[src/rtl/grid_reader.sv]
// grid_reader: snapshots the flat cell-state vector on request and streams it
// out one cell per valid/ready beat in row-major order, with line/frame
// markers and a live-cell population count for the completed frame.
module grid_reader #(
  parameter int WIDTH  = 20,
  parameter int HEIGHT = 20,
  parameter int POP_W  = 16
) (
  input  logic                      clock,
  input  logic                      reset_n,
  input  logic [WIDTH*HEIGHT-1:0]   states,
  input  logic                      start,
  output logic                      busy,
  output logic                      out_valid,
  input  logic                      out_ready,
  output logic                      out_cell,
  output logic                      out_sol,
  output logic                      out_eol,
  output logic                      out_eof,
  output logic                      done,
  output logic [POP_W-1:0]          population
);

  localparam int N     = WIDTH * HEIGHT;
  localparam int IDX_W = (N > 1)      ? $clog2(N)      : 1;
  localparam int COL_W = (WIDTH > 1)  ? $clog2(WIDTH)  : 1;
  localparam int ROW_W = (HEIGHT > 1) ? $clog2(HEIGHT) : 1;

  localparam logic [COL_W-1:0] COL_LAST = COL_W'(WIDTH - 1);
  localparam logic [ROW_W-1:0] ROW_LAST = ROW_W'(HEIGHT - 1);

  typedef enum logic [1:0] {IDLE = 2'd0, SEND = 2'd1, DONE = 2'd2} state_t;

  state_t             state, state_nx;
  logic [N-1:0]       snap;
  logic [ROW_W-1:0]   row;
  logic [COL_W-1:0]   col;
  // Linear index tracks row*WIDTH+col so the cell select needs no multiplier.
  logic [IDX_W-1:0]   idx;
  logic [POP_W-1:0]   cnt;

  logic send, fire, last_col, last_row, cur;

  assign send     = (state == SEND);
  assign fire     = send && out_ready;
  assign last_col = (col == COL_LAST);
  assign last_row = (row == ROW_LAST);
  assign cur      = snap[idx];

  // Beat payload comes straight from registers, so it is stable under stalls
  // and out_valid depends only on state (no path from out_ready).
  assign out_valid = send;
  assign out_cell  = send & cur;
  assign out_sol   = send & (col == '0);
  assign out_eol   = send & last_col;
  assign out_eof   = send & last_col & last_row;
  assign done      = (state == DONE);
  assign busy      = (state != IDLE);

  // State register.
  always_ff @(posedge clock or negedge reset_n) begin
    if (!reset_n) state <= IDLE;
    else          state <= state_nx;
  end

  // Next-state logic: start only honoured in IDLE; DONE lasts one cycle.
  always_comb begin
    state_nx = state;
    unique case (state)
      IDLE:    if (start) state_nx = SEND;
      SEND:    if (fire && last_col && last_row) state_nx = DONE;
      DONE:    state_nx = IDLE;
      default: state_nx = IDLE;
    endcase
  end

  // Snapshot capture, scan position and running live-cell count.
  always_ff @(posedge clock or negedge reset_n) begin
    if (!reset_n) begin
      snap <= '0;
      row  <= '0;
      col  <= '0;
      idx  <= '0;
      cnt  <= '0;
    end else if (state == IDLE && start) begin
      snap <= states;
      row  <= '0;
      col  <= '0;
      idx  <= '0;
      cnt  <= '0;
    end else if (fire) begin
      cnt <= cnt + POP_W'(cur);
      idx <= idx + IDX_W'(1);
      if (last_col) begin
        col <= '0;
        row <= row + ROW_W'(1);
      end else begin
        col <= col + COL_W'(1);
      end
    end
  end

  // Population publishes the full count, eof beat included, entering DONE.
  always_ff @(posedge clock or negedge reset_n) begin
    if (!reset_n)                           population <= '0;
    else if (fire && last_col && last_row)  population <= cnt + POP_W'(cur);
  end

endmodule

[config.mk]
export PLATFORM = sky130hd
export DESIGN_NAME = grid_reader
export DESIGN_NICKNAME = d
export VERILOG_FILES = /design/src/rtl/grid_reader.sv
export SDC_FILE = /design/constraint.sdc
export NUM_CORES = 1
export LEC_CHECK = 0
export BUFFER_PORTS_ARGS = -buffer_cell sky130_fd_sc_hd__buf_2
export CAP_MARGIN = 15
export CORE_UTILIZATION = 35
export DETAILED_ROUTE_END_ITERATION = 10
export PLACE_DENSITY = 0.66
export SYNTH_ARGS = -nofsm -noshare
export SYNTH_HDL_FRONTEND = slang
export SYNTH_SLANG_ARGS = --single-unit
[constraint.sdc]
create_clock -name clock -period 4.45 [get_ports clock]
set_input_delay 0 -clock clock [delete_from_list [all_inputs] [get_ports clock]]
set_output_delay 0 -clock clock [all_outputs]
set_load 0.03 [all_outputs]
# Word-level counts from Yosys, hierarchy flattened
# Index checks and enable logic that the tools add are counted.
# W data, S select, Z words.
# word_totals
register_bits,453
output_inout_bits,23
# op_classes
add_sub_neg,4
n_lt_le_gt_ge,1
eq_ne,6
mux,15
bitwise_logic,4
reduce_logical,11
# ops
op,count
$mux W16,2
$mux W5,6
$mux W9,2
$add A16 B1 Y16,1
$add A5 B1 Y5 const B,2
$eq A5 B5 Y1 const B,2
$lt A9 B10 Y1 const B,1
$add A9 B1 Y9 const B,1
$bmux W1 S9,1
$reduce_bool A2 Y1,3
$logic_not A5 Y1,1
$and A1 B1 Y1,4
$logic_and A1 B1 Y1,4
$mux W2,2
$pmux W2 S2,1
$reduce_and A2 Y1,2
$eq A2 B1 Y1 const B,1
$eq A2 B2 Y1 const B,1
$logic_not A2 Y1,1
$ne A2 B1 Y1 const B,1
$ne A2 B2 Y1 const B,1
$mux W1,1

# Logic depth before layout (Yosys ltp)
# depth
word_depth,6
mapped_depth,22
ltp_nobuf,15

# Least setup slack after synthesis
# No wires, ideal clock.
# synth_path
path_type,register -> register
start,reg idx[0]
end,reg population[15]
arrival_time_ns,4.019
required_time_ns,4.317
path_slack_ns,0.298
stages_incl_launch_ff,21
n_path_buf,6
cell_sequence,dfrtp_1 -> buf_6 -> buf_6 -> mux4_2 -> mux4_2 -> a311oi_1 -> o21ai_1 -> a211oi_2 -> nor2_1 -> ha_1 -> and3_1 -> buf_2 -> and3_1 -> buf_2 -> and4_1 -> clkbuf_2 -> and4_1 -> buf_2 -> nand2_1 -> xor2_1 -> o21ai_0
# synth_between
elab_chain_cells,3
# synth_rtl
element,line,source
"start, declared",39,logic [IDX_W-1:0] idx;
"start signal, assigned",93,idx <= idx + IDX_W'(1);
$bmux W1 S9,48,assign cur = snap[idx];
$mux W1 (not written as such),48,
$add A16 B1 Y16,106,else if (fire && last_col && last_row) population <= cnt + POP_W'(cur);
"end signal, assigned",106,
"end, declared",21,output logic [POP_W-1:0] population
# Every way passes these cells. The select of a mux whose other input is x is not followed.
# A chain may end at the register's enable or synchronous reset.

# Final worst setup path
# Same ends and word-level chain as after synthesis.

==> flow_summary.toml <==
[global_route]
grtUsageTotal = 0.2455
grt_pass1_vias = 19940
grt_antenna_before_repair = 7
grt_pass1_wl_mm = 113.6
grt_max_degree = 204
overflow = 0

[routing]
dr_total_vias = 19470
ant_nets = 0
wire_per_inst_um = 19.37
viasPerCell = 5.014
drtIter0Drc = 1395
route.detailed.drc = 0
firstDrtPassIters = 5
drt-total-wl_mm = 75.20

[clock_network]
cts_inserted_buffers = 51
h-tree-depth = 2
clock_sinks = 453
clk_latency_ns = 0.60
cts_max_path_buffers = 3
root_buffer = "clkbuf_16"
cts_tree = "built"
clkSlewWorstSetupHoldPaths_ns = 0.06

[sta]
timing.slew.headroom = 0.3274
tightestPinTransition_ns = 1.009
hold_viol_final = 0
setup_ws_ns = 0.2332
rsz0062_at_grt = "no"
min_period_over_period = 0.9476
drv_slew = 0
finalSetupViolations = 0
max_freq_mhz = 237.1
period_minus_slack_ns = 4.217
skew_ns = 0.03571
tns_ns = 0

[floorplan]
ios = 427
dieArea_um2 = 60460
placementRows = 89
fp.dieW_um = 245.9
core-area_um2 = 58910
die_h_um = 245.9
start_util = 0.3534

[setup_path]
reg2reg_to = "population[15]"
cp_top_family = "simple AND/OR/NAND/NOR gates"
path_buf_inv = 1
arrival_ns = 4.63
timing.rr.start = "idx[0]"
critPathLaunchType = "flip-flop"
rrSetupSlack_ns = 0.23
r2r_cells = 16
end_kind = "flip-flop"
critPathSlowestCell = "mux4_1"
crit_type = "reg2reg"
required_ns = 4.86
slowest_delay_ns = 0.54
critPathMaxFanout = 11
crit_path_cell_trace = "buf_12, mux4_1, mux4_2, nor2_1, a31oi_1, a211o_1, a211oi_4, nor2_1, ha_1, and3_1, and3_1, and4_1, and4_1, nand2_1, xor2_1, o21ai_0"

[final_layout]
syn2layout_area_growth_pct = 43.86
fin_nets = 3469
drive_gt1_frac = 0.2144
n_fill_cell = 5035
multi_input_area_um2 = 8900
final_core_util = 0.5084
seqCellArea_um2 = 11350
final_area_um2 = 29950

[status]
status = "completed"

[place]
dpl_cell_area_um2 = 23870
dp_hpwl_mm = 46.38
globalplace.congestion = 0.8286
dpl_worst_slack_ns = 0.1299
place.port_buffers = 426

[synthesis]
synth-compound-area-share = 0.03252
synth_xor_area_frac = 0.01094
synth_area_leader_cell = "dfrtp_1"
synth.most_common_cell = "nand2_1"
synthFlopType = "dfrtp_1"
synthSimpleGateAreaFrac = 0.2532
yosys-top-cells-area = "dfrtp_1, nand2_1, mux4_2"
synth_top_family_by_area = "simple AND/OR/NAND/NOR gates"
synth_common_cells = "nand2_1, dfrtp_1, clkbuf_1"
syn_area_um2 = 20820
avgSynthCellArea_um2 = 9.240
async_flop_share = 1.000
synth-seq-cells = 453
synth_edf_count = 0
synthDominantCellAreaShare = 0.5445
synth.area.mux_share = 0.1254
synth_nets = 2663
syn_inst = 2253
ys_seq_area_frac = 0.5445
synth.distinct_cells = 55
synth-warning-count = 0
yosys.area_share.adder = 0.003606

[power_and_ir_drop]
ir_drop_mv = 0.3059
p_leak_nw = 15.69
power_w = 0.01094
p_clk_frac = 0.399
pwr-share-seq = 0.395
p_sw_w = 0.003086
swShare = 0.2821
power.density_nw_per_um2 = 365.3
intPower_w = 0.007853
pwr-share-comb = 0.205

[min_path]
min_path_type = "in2async"

[flow_run]
drv_cap = 0
## flip-flops by register name (all words and copies together), names as in the netlist
register,cells
row,5
idx,9
col,5
cnt,16
population,16
state,2
snap,400
## final cells by class
| class | instances | area share |
|---|---|---|
| antenna | 9 | 0.0007520 |
| clock buffer | 79 | 0.05114 |
| clock inverter | 16 | 0.007144 |
| inverter | 8 | 0.001003 |
| multi-input combinational | 1651 | 0.2972 |
| sequential | 453 | 0.3789 |
| tap | 773 | 0.03229 |
| timing repair buffer | 894 | 0.2316 |
## worst max path at each step
stage | startpoint | to | slack [ns] | depth (start not counted)
after floorplan | idx[0] | population[15] | 0.30 | 20
after global placement | idx[0] | cnt[15] | 0.17 | 17
after detailed placement | idx[0] | population[15] | 0.13 | 17
after CTS | idx[1] | cnt[15] | 0.09 | 17
after global routing | idx[0] | population[15] | 0.02 | 17
final | idx[0] | population[15] | 0.23 | 16
## power groups by stage
stage / combinational (W) / sequential (W) / clock [W]
final: 0.00225 / 0.00432 / 0.00437
after global routing: 0.00239 / 0.00433 / 0.00463
after CTS: 0.00215 / 0.00433 / 0.00446
after detailed placement: 0.00188 / 0.00441 / 0
after global placement: 0.00184 / 0.00440 / 0
after floorplan: 0.00107 / 0.00432 / 0
## repair_timing
action,CTS,global route
hold buffers,417,0
setup buffers,0,4
hold endpoints to repair,482,0
gates resized for setup,0,8
setup endpoints to repair,0,6
## logic make-up (layout without fill, tap and decap cells)
kind of cell    count (synthesis)  count (layout)
other cells                     0               9
fa+ha+maj                       6               6
mux                           147             147
xor+xnor                       26              26
flops                         453             453
simple gates                 1363            1363
buf+inv                       149             997
compound gates                109             109
## metrics by stage
stage / hold WS, ns / cells
6_report: 0.004019 / 3883
3_3_place_gp: 0.04989 / 3356
3_5_place_dp: 0.05887 / 3356
2_1_floorplan: -0.2956 / 2253
4_1_cts: 0.001230 / 3868
5_1_grt: 0.03825 / 3879
## placed cells by master, fill, tap and decap left out, types with 9 or more instances in the layout
cell,Yosys,routed
a21oi_1,18,18
nand4_1,9,9
buf_4,6,32
buf_12,0,14
clkbuf_1,103,13
xor2_1,14,14
clkbuf_8,0,15
dlygate4sd3_1,0,417
nand2_1,1259,1258
mux2i_1,53,53
nand3_1,16,16
xnor2_1,12,12
o21ai_0,47,47
clkbuf_16,0,53
diode_2,0,9
nor2_1,39,39
buf_2,18,425
dfrtp_1,453,450
mux4_2,88,88
## routing by layer
metal	share of wire	track usage	up-vias
met4	0.044	0.1063	2
met1	0.41	0.3171	9506
li1	-	-	8904
met3	0.066	0.04431	232
met2	0.48	0.4031	826
met5	0.00011	0	-
(Power assumes the default switching activity.)
